[src/rtl/monster_spawn_scheduler_if.sv]
// Signal bundle between the score/state logic, the slot controllers and monster_spawn_scheduler.
interface monster_spawn_scheduler_if #(
  parameter int unsigned N_SLOTS = 4
) ();
  logic [1:0]         game_state;
  logic               tick;
  logic [13:0]        score;
  logic [N_SLOTS-1:0] slot_alive;
  logic [N_SLOTS-1:0] slot_hit;
  logic [N_SLOTS-1:0] spawn_pulse;
  logic [9:0]         spawn_x;
  logic [3:0]         active_cnt;
  logic [7:0]         kill_count;
  logic [1:0]         sched_state;

  modport master (
    output game_state, tick, score, slot_alive, slot_hit,
    input  spawn_pulse, spawn_x, active_cnt, kill_count, sched_state
  );

  modport slave (
    input  game_state, tick, score, slot_alive, slot_hit,
    output spawn_pulse, spawn_x, active_cnt, kill_count, sched_state
  );
endinterface

[src/rtl/monster_spawn_scheduler.sv]
// Monster spawn scheduler: score-threshold / cooldown / cap gated, round-robin slots, LFSR x position.
// Optional MON_SCHED_DIFFICULTY_EN shrinks the score gap as kills accumulate.
module monster_spawn_scheduler #(
  parameter int unsigned N_SLOTS        = 4,
  parameter int unsigned MAX_ACTIVE     = 3,
  parameter int unsigned SPAWN_GAP      = 500,
  parameter int unsigned COOLDOWN_TICKS = 30,
  parameter int unsigned MAP_W          = 640,
  parameter int unsigned MON_W          = 120,
  parameter logic [9:0]  LFSR_SEED      = 10'h1A5
) (
  input  logic                    clk,
  input  logic                    rst,
  monster_spawn_scheduler_if.slave bus
);

  localparam int unsigned SW      = (N_SLOTS > 1) ? $clog2(N_SLOTS) : 1;
  localparam logic [9:0]  X_RANGE = 10'(MAP_W - MON_W);

  typedef enum logic [1:0] {
    IDLE     = 2'd0,
    ARMED    = 2'd1,
    SPAWN    = 2'd2,
    COOLDOWN = 2'd3
  } state_t;

  state_t             state, state_nxt;
  logic [9:0]         lfsr;
  logic [14:0]        score_ref;
  logic [15:0]        cd_cnt;
  logic [SW-1:0]      last_slot;
  logic [N_SLOTS-1:0] spawn_pulse;
  logic [9:0]         spawn_x;
  logic [3:0]         active_cnt;
  logic [7:0]         kill_count;

  logic               playing;
  logic [14:0]        gap;
  logic               spawn_ok;
  logic [SW-1:0]      sel;
  logic [8:0]         kill_sum;

  function automatic logic [3:0] popcnt(input logic [N_SLOTS-1:0] v);
    logic [3:0] c;
    c = '0;
    for (int unsigned i = 0; i < N_SLOTS; i++) c = c + 4'(v[i]);
    return c;
  endfunction

  assign playing = (bus.game_state == 2'd2);

`ifdef MON_SCHED_DIFFICULTY_EN
  logic [1:0] gap_shift;
  always_comb begin
    gap_shift = (kill_count[7:3] > 5'd3) ? 2'd3 : kill_count[4:3];
    gap       = 15'(SPAWN_GAP) >> gap_shift;
  end
`else
  assign gap = 15'(SPAWN_GAP);
`endif

  assign spawn_ok = ({1'b0, bus.score} >= (score_ref + gap))
                 && (active_cnt < 4'(MAX_ACTIVE))
                 && (|(~bus.slot_alive));

  // Round-robin search starting just after the last slot used, wrapping at N_SLOTS.
  always_comb begin
    logic       found;
    logic [SW-1:0] idx;
    sel   = '0;
    found = 1'b0;
    idx   = '0;
    for (int unsigned k = 1; k <= N_SLOTS; k++) begin
      idx = SW'((32'(last_slot) + k) % N_SLOTS);
      if (!found && !bus.slot_alive[idx]) begin
        sel   = idx;
        found = 1'b1;
      end
    end
  end

  assign kill_sum = 9'(kill_count) + 9'(popcnt(bus.slot_hit));

  always_comb begin
    state_nxt = state;
    case (state)
      IDLE:     state_nxt = ARMED;
      ARMED:    if (spawn_ok) state_nxt = SPAWN;
      SPAWN:    state_nxt = COOLDOWN;
      COOLDOWN: if (bus.tick && cd_cnt <= 16'd1) state_nxt = ARMED;
      default:  state_nxt = IDLE;
    endcase
    if (!playing) state_nxt = IDLE;
  end

  always_ff @(posedge clk) begin
    if (rst) state <= IDLE;
    else     state <= state_nxt;
  end

  always_ff @(posedge clk) begin
    if (rst) lfsr <= LFSR_SEED;
    else     lfsr <= {lfsr[8:0], lfsr[9] ^ lfsr[6]};
  end

  // Spawn outputs are registered on the ARMED->SPAWN edge so the pulse coincides with SPAWN.
  always_ff @(posedge clk) begin
    if (rst || !playing) begin
      spawn_pulse <= '0;
      spawn_x     <= '0;
      active_cnt  <= '0;
      kill_count  <= '0;
      score_ref   <= '0;
      cd_cnt      <= '0;
      last_slot   <= SW'(N_SLOTS - 1);
    end else begin
      spawn_pulse <= '0;
      active_cnt  <= popcnt(bus.slot_alive);
      kill_count  <= (kill_sum > 9'd255) ? 8'hFF : kill_sum[7:0];
      if (state == ARMED && spawn_ok) begin
        spawn_pulse <= {{(N_SLOTS-1){1'b0}}, 1'b1} << sel;
        spawn_x     <= (lfsr <= X_RANGE) ? lfsr : (lfsr - X_RANGE);
        last_slot   <= sel;
        score_ref   <= {1'b0, bus.score};
        cd_cnt      <= 16'(COOLDOWN_TICKS);
      end else if (state == COOLDOWN && bus.tick && cd_cnt != '0) begin
        cd_cnt <= cd_cnt - 16'd1;
      end
    end
  end

  assign bus.spawn_pulse = spawn_pulse;
  assign bus.spawn_x     = spawn_x;
  assign bus.active_cnt  = active_cnt;
  assign bus.kill_count  = kill_count;
  assign bus.sched_state = state;

endmodule

[src/flat_wrapper.sv]
// flat-port wrapper written by rule: the top's interface ports become plain ports
module monster_spawn_scheduler_flat 
#(
  parameter int unsigned N_SLOTS        = 4,
  parameter int unsigned MAX_ACTIVE     = 3,
  parameter int unsigned SPAWN_GAP      = 500,
  parameter int unsigned COOLDOWN_TICKS = 30,
  parameter int unsigned MAP_W          = 640,
  parameter int unsigned MON_W          = 120,
  parameter logic [9:0]  LFSR_SEED      = 10'h1A5
)
  (clk, rst, bus_game_state, bus_tick, bus_score, bus_slot_alive, bus_slot_hit, bus_spawn_pulse, bus_spawn_x, bus_active_cnt, bus_kill_count, bus_sched_state);
  monster_spawn_scheduler_if #(.N_SLOTS(N_SLOTS)) bus_i ();
  input  logic clk;
  input  logic rst;
  input wire logic [$bits(bus_i.game_state)-1:0] bus_game_state;
  input wire logic [$bits(bus_i.tick)-1:0] bus_tick;
  input wire logic [$bits(bus_i.score)-1:0] bus_score;
  input wire logic [$bits(bus_i.slot_alive)-1:0] bus_slot_alive;
  input wire logic [$bits(bus_i.slot_hit)-1:0] bus_slot_hit;
  output wire logic [$bits(bus_i.spawn_pulse)-1:0] bus_spawn_pulse;
  output wire logic [$bits(bus_i.spawn_x)-1:0] bus_spawn_x;
  output wire logic [$bits(bus_i.active_cnt)-1:0] bus_active_cnt;
  output wire logic [$bits(bus_i.kill_count)-1:0] bus_kill_count;
  output wire logic [$bits(bus_i.sched_state)-1:0] bus_sched_state;
  assign bus_i.game_state = bus_game_state;
  assign bus_i.tick = bus_tick;
  assign bus_i.score = bus_score;
  assign bus_i.slot_alive = bus_slot_alive;
  assign bus_i.slot_hit = bus_slot_hit;
  assign bus_spawn_pulse = bus_i.spawn_pulse;
  assign bus_spawn_x = bus_i.spawn_x;
  assign bus_active_cnt = bus_i.active_cnt;
  assign bus_kill_count = bus_i.kill_count;
  assign bus_sched_state = bus_i.sched_state;
  monster_spawn_scheduler #(.N_SLOTS(N_SLOTS), .MAX_ACTIVE(MAX_ACTIVE), .SPAWN_GAP(SPAWN_GAP), .COOLDOWN_TICKS(COOLDOWN_TICKS), .MAP_W(MAP_W), .MON_W(MON_W), .LFSR_SEED(LFSR_SEED)) u_core (.clk(clk), .rst(rst), .bus(bus_i));
endmodule
[config.mk]
export PLATFORM = sky130hd
export DESIGN_NAME = monster_spawn_scheduler_flat
export DESIGN_NICKNAME = d
export VERILOG_FILES = /design/src/rtl/monster_spawn_scheduler_if.sv /design/src/rtl/monster_spawn_scheduler.sv /design/src/flat_wrapper.sv
export SDC_FILE = /design/constraint.sdc
export NUM_CORES = 1
export LEC_CHECK = 0
export ABC_CLOCK_PERIOD_IN_PS = 4300
export CORE_MARGIN = 8
export CORE_UTILIZATION = 50
export CTS_BUF_LIST = sky130_fd_sc_hd__clkbuf_4 sky130_fd_sc_hd__clkbuf_8
export DETAILED_ROUTE_END_ITERATION = 8
export MAX_ROUTING_LAYER = met4
export PLACE_DENSITY_LB_ADDON = 0.05
export REMOVE_ABC_BUFFERS = 1
export SYNTH_ARGS = -nofsm -noshare
export SYNTH_HDL_FRONTEND = slang
export SYNTH_SLANG_ARGS = --single-unit
[constraint.sdc]
create_clock -name clk -period 4.3 [get_ports clk]
set_input_delay 0.43 -clock clk [delete_from_list [all_inputs] [get_ports clk]]
set_output_delay 0.43 -clock clk [all_outputs]
set_load 0.02 [all_outputs]
==> summary.md <==
| Metric | Value |
|---|---|
| Flops & latches, synth | `69` |
| H-tree depth | `3` |
| CP endpoint kind | `flip-flop` |
| Final period utilization | `0.822` |
| Skew final | `0.00956 ns` |
| Clock Power Share | `0.405` |
| Core Util, Final | `0.620` |
| Share of cells above drive strength 1 | `0.0870` |
| Clk root buf | `clkbuf_8` |
| Core ar. | `7140 um^2` |
| Design Area, Final | `4430 um^2` |
| Pwr dens | `302 nW/um^2` |
| Yosys top cell by area | `dfxtp_1` |
| 1st-iter DRT viols | `86` |
| Pint | `1.01 mW` |
| P_sw | `0.332 mW` |
| Worst Path Arrival | `3.80 ns` |
| Initial core utilization | `0.506` |
| DR WL/cell | `13.1 um` |
| Peak VDD IR | `0.000294 V` |
| EDFF count, synth | `0` |
| Ys flop type | `dfxtp_1` |
| Pin count of the biggest net entering global routing | `36` |
| First-pass GRT wire length | `12,600 um` |
| Top cells by area, synth | `dfxtp_1 38%, ha_1 9.4%, xnor2_1 3.9%, nor2_1 3.6%, a21oi_1 3.6%` |
| Worst hold path depth | `1` |
| # port buffers | `53` |
| GRT Util Overall | `0.156` |
| CTS sink count | `69` |
| Initial antenna violation count | `0` |
| Post-cts resize count | `0` |
| CTS max path bufs | `2` |
| Seq pwr share | `0.494` |
| Critical path startpoint category | `flip-flop` |
| Vias | `2,922` |
| Worst slew margin | `0.555` |
| Fmax | `283 MHz` |
| Num rows | `31` |
| Slew Viols, Final | `0` |
| Overflow after GRT | `0` |
| Syn Area/Cell | `8.96 um^2` |
| Minimum clock period | `3.53 ns` |
| Distinct cell type count after synthesis | `55` |
| Setup violators final | `0` |
| CTS tree | `yes` |
| Die area | `10,200 um^2` |
| Net Sw Frac | `0.248` |
| Hold-fix buffers at CTS | `0` |
| Postcts setup bufs | `0` |
| Slew @ Worst Pin | `0.659 ns` |
| Crit path kind | `flip-flop to flip-flop` |
| DR pass1 iterations | `4` |
| Reg2Reg Depth | `12` |
| Synth async-reset ratio | `0` |
| Placer Congestion | `0.773` |
| Status | `complete, no violations` |
| IO Pins | `55` |
| Tot Pwr | `1.34 mW` |
| Critical path fanouts, max | `35` |
| Routed WL | `7320 um` |
| Chip Width | `101 um` |
| DP Area | `4220 um^2` |
| Clock-pin slew on the worst setup and hold paths | `0.08 ns` |
| Final routed DRC violation total | `0` |
| Height of the die | `101 um` |
| Worst-skew pair later-pin latency | `0.34 ns` |
| Post-Syn Area | `3610 um^2` |
| TritonCTS buffer count | `9` |
| Final hold violations | `0` |
| Max-cap violations | `0` |
| Synth top area share | `0.383` |
| Commonest non-fill, non-tap cells in the layout | `69 x dfxtp_1, 53 x clkdlybuf4s50_1, 35 x nor2_1` |
| ANT cells | `0` |
| Leak | `1.66 nW` |
| Setup_tns | `0 ns` |
| Unrepaired setup endpoints after global routing | `no` |
| Yosys warnings | `0` |
| DP Wirelength | `5330 um` |
| Gate power share | `0.101` |
| Vias in the first global route | `2,823` |
| Sequential area share after synthesis | `0.383` |
| Post-route ant nets | `0` |
| Most common cell after layout, fill and taps aside | `dfxtp_1` |
| HP Class | `flip-flop to flip-flop` |
| Area Overhead vs Synth | `22.7%` |
| Req. time, crit path | `4.57 ns` |
| Drt via density | `5.23` |
| Synth Instances | `403` |
| Final nets | `512` |
-- cell usage after synthesis (3+ instances only) --
cell type	instances
fa_1	3
nand2_1	23
or2_2	4
nor3_1	6
a21o_1	5
or4_1	4
xnor2_1	16
nand2b_1	3
and2_1	5
nor2b_1	7
buf_4	3
nand4_1	10
o21bai_1	3
a211oi_2	4
nor2_1	35
nor3b_1	6
a211oi_1	5
nand3_1	22
mux2i_1	5
o21a_1	5
clkbuf_1	9
o31ai_1	3
ha_1	27
xor2_1	11
o21ai_0	21
dfxtp_1	69
a21oi_1	26
buf_2	4
or3_1	5
inv_1	23
-- flip-flops by register name, summed over array words and instances (netlist names) --
| name | flops |
|---|---|
| u_core.last_slot | 2 |
| u_core.bus.spawn_x | 10 |
| u_core.score_ref | 14 |
| u_core.bus.kill_count | 8 |
| u_core.bus.spawn_pulse | 4 |
| u_core.cd_cnt | 16 |
| u_core.lfsr | 10 |
| u_core.bus.active_cnt | 3 |
| u_core.bus.sched_state | 2 |
-- layer usage --
metal / GRT usage / wire length [um] / vias to the layer above
li1: - / - / 1521
met1: 0.185 / 3530 / 1352
met2: 0.248 / 3410 / 42
met3: 0.0511 / 307 / 7
met4: 0.0412 / 76 / 0
met5: - / 0 / -
-- power groups by stage --
stage	clock network [mW]	logic [mW]	registers, mW
global placement	0	0.135	0.676
global route	0.584	0.155	0.663
floorplan	0	0.0756	0.678
finish	0.542	0.136	0.661
detailed placement	0	0.136	0.676
CTS	0.554	0.138	0.661
-- path summary, 6_finish.rpt --
check / startpoint / endpoint / slack, ns
max: u_core.score_ref[4] / u_core.bus.spawn_x[8] / 0.77
min: u_core.lfsr[2] / u_core.lfsr[3] / 0.48
max reg2reg: u_core.score_ref[4] / u_core.bus.spawn_x[8] / 0.77
min reg2reg: u_core.lfsr[2] / u_core.lfsr[3] / 0.48
-- cell type report --
class                      count  area (um^2)
fill                         656         2710
multi-input combinational    293         2060
tap                           99          124
timing repair buffer          59          576
clock inverter                 5         60.1
inverter                      23         86.3
sequential                    69         1380
clock buffer                  11          145
-- stage by stage --
step / instances / hold slack, ns / setup WS (ns)
2_1_floorplan: 385 / 0.434 / 0.315
3_3_place_gp: 543 / 0.457 / 0.908
3_5_place_dp: 543 / 0.469 / 0.797
4_1_cts: 559 / 0.483 / 0.766
5_1_grt: 559 / 0.500 / 0.477
6_report: 559 / 0.477 / 0.767
-- critical path, stage by stage (launching register included) --
cell and delay [ns]:
dfxtp_1 0.36, or4_4 0.58, a211oi_1 0.36, nor2_1 0.11, xnor2_1 0.14, ha_1 0.29, nand3_1 0.12, nor4_1 0.31
a211oi_1 0.15, a211oi_4 0.28, buf_4 0.38, o311ai_0 0.20, a21oi_1 0.16
-- cell families (layout without fill, tap and decap cells) --
family,count (synthesis),in the layout,share of synthesized area
xor+xnor,27,27,0.0655
flops,69,69,0.383
fa+ha+maj,30,30,0.110
simple gates,144,144,0.216
buf+inv,41,98,0.0492
mux,6,6,0.0170
compound gates,85,85,0.158
other cells,1,1,0.00104
Power figures use the tool's default switching activity.
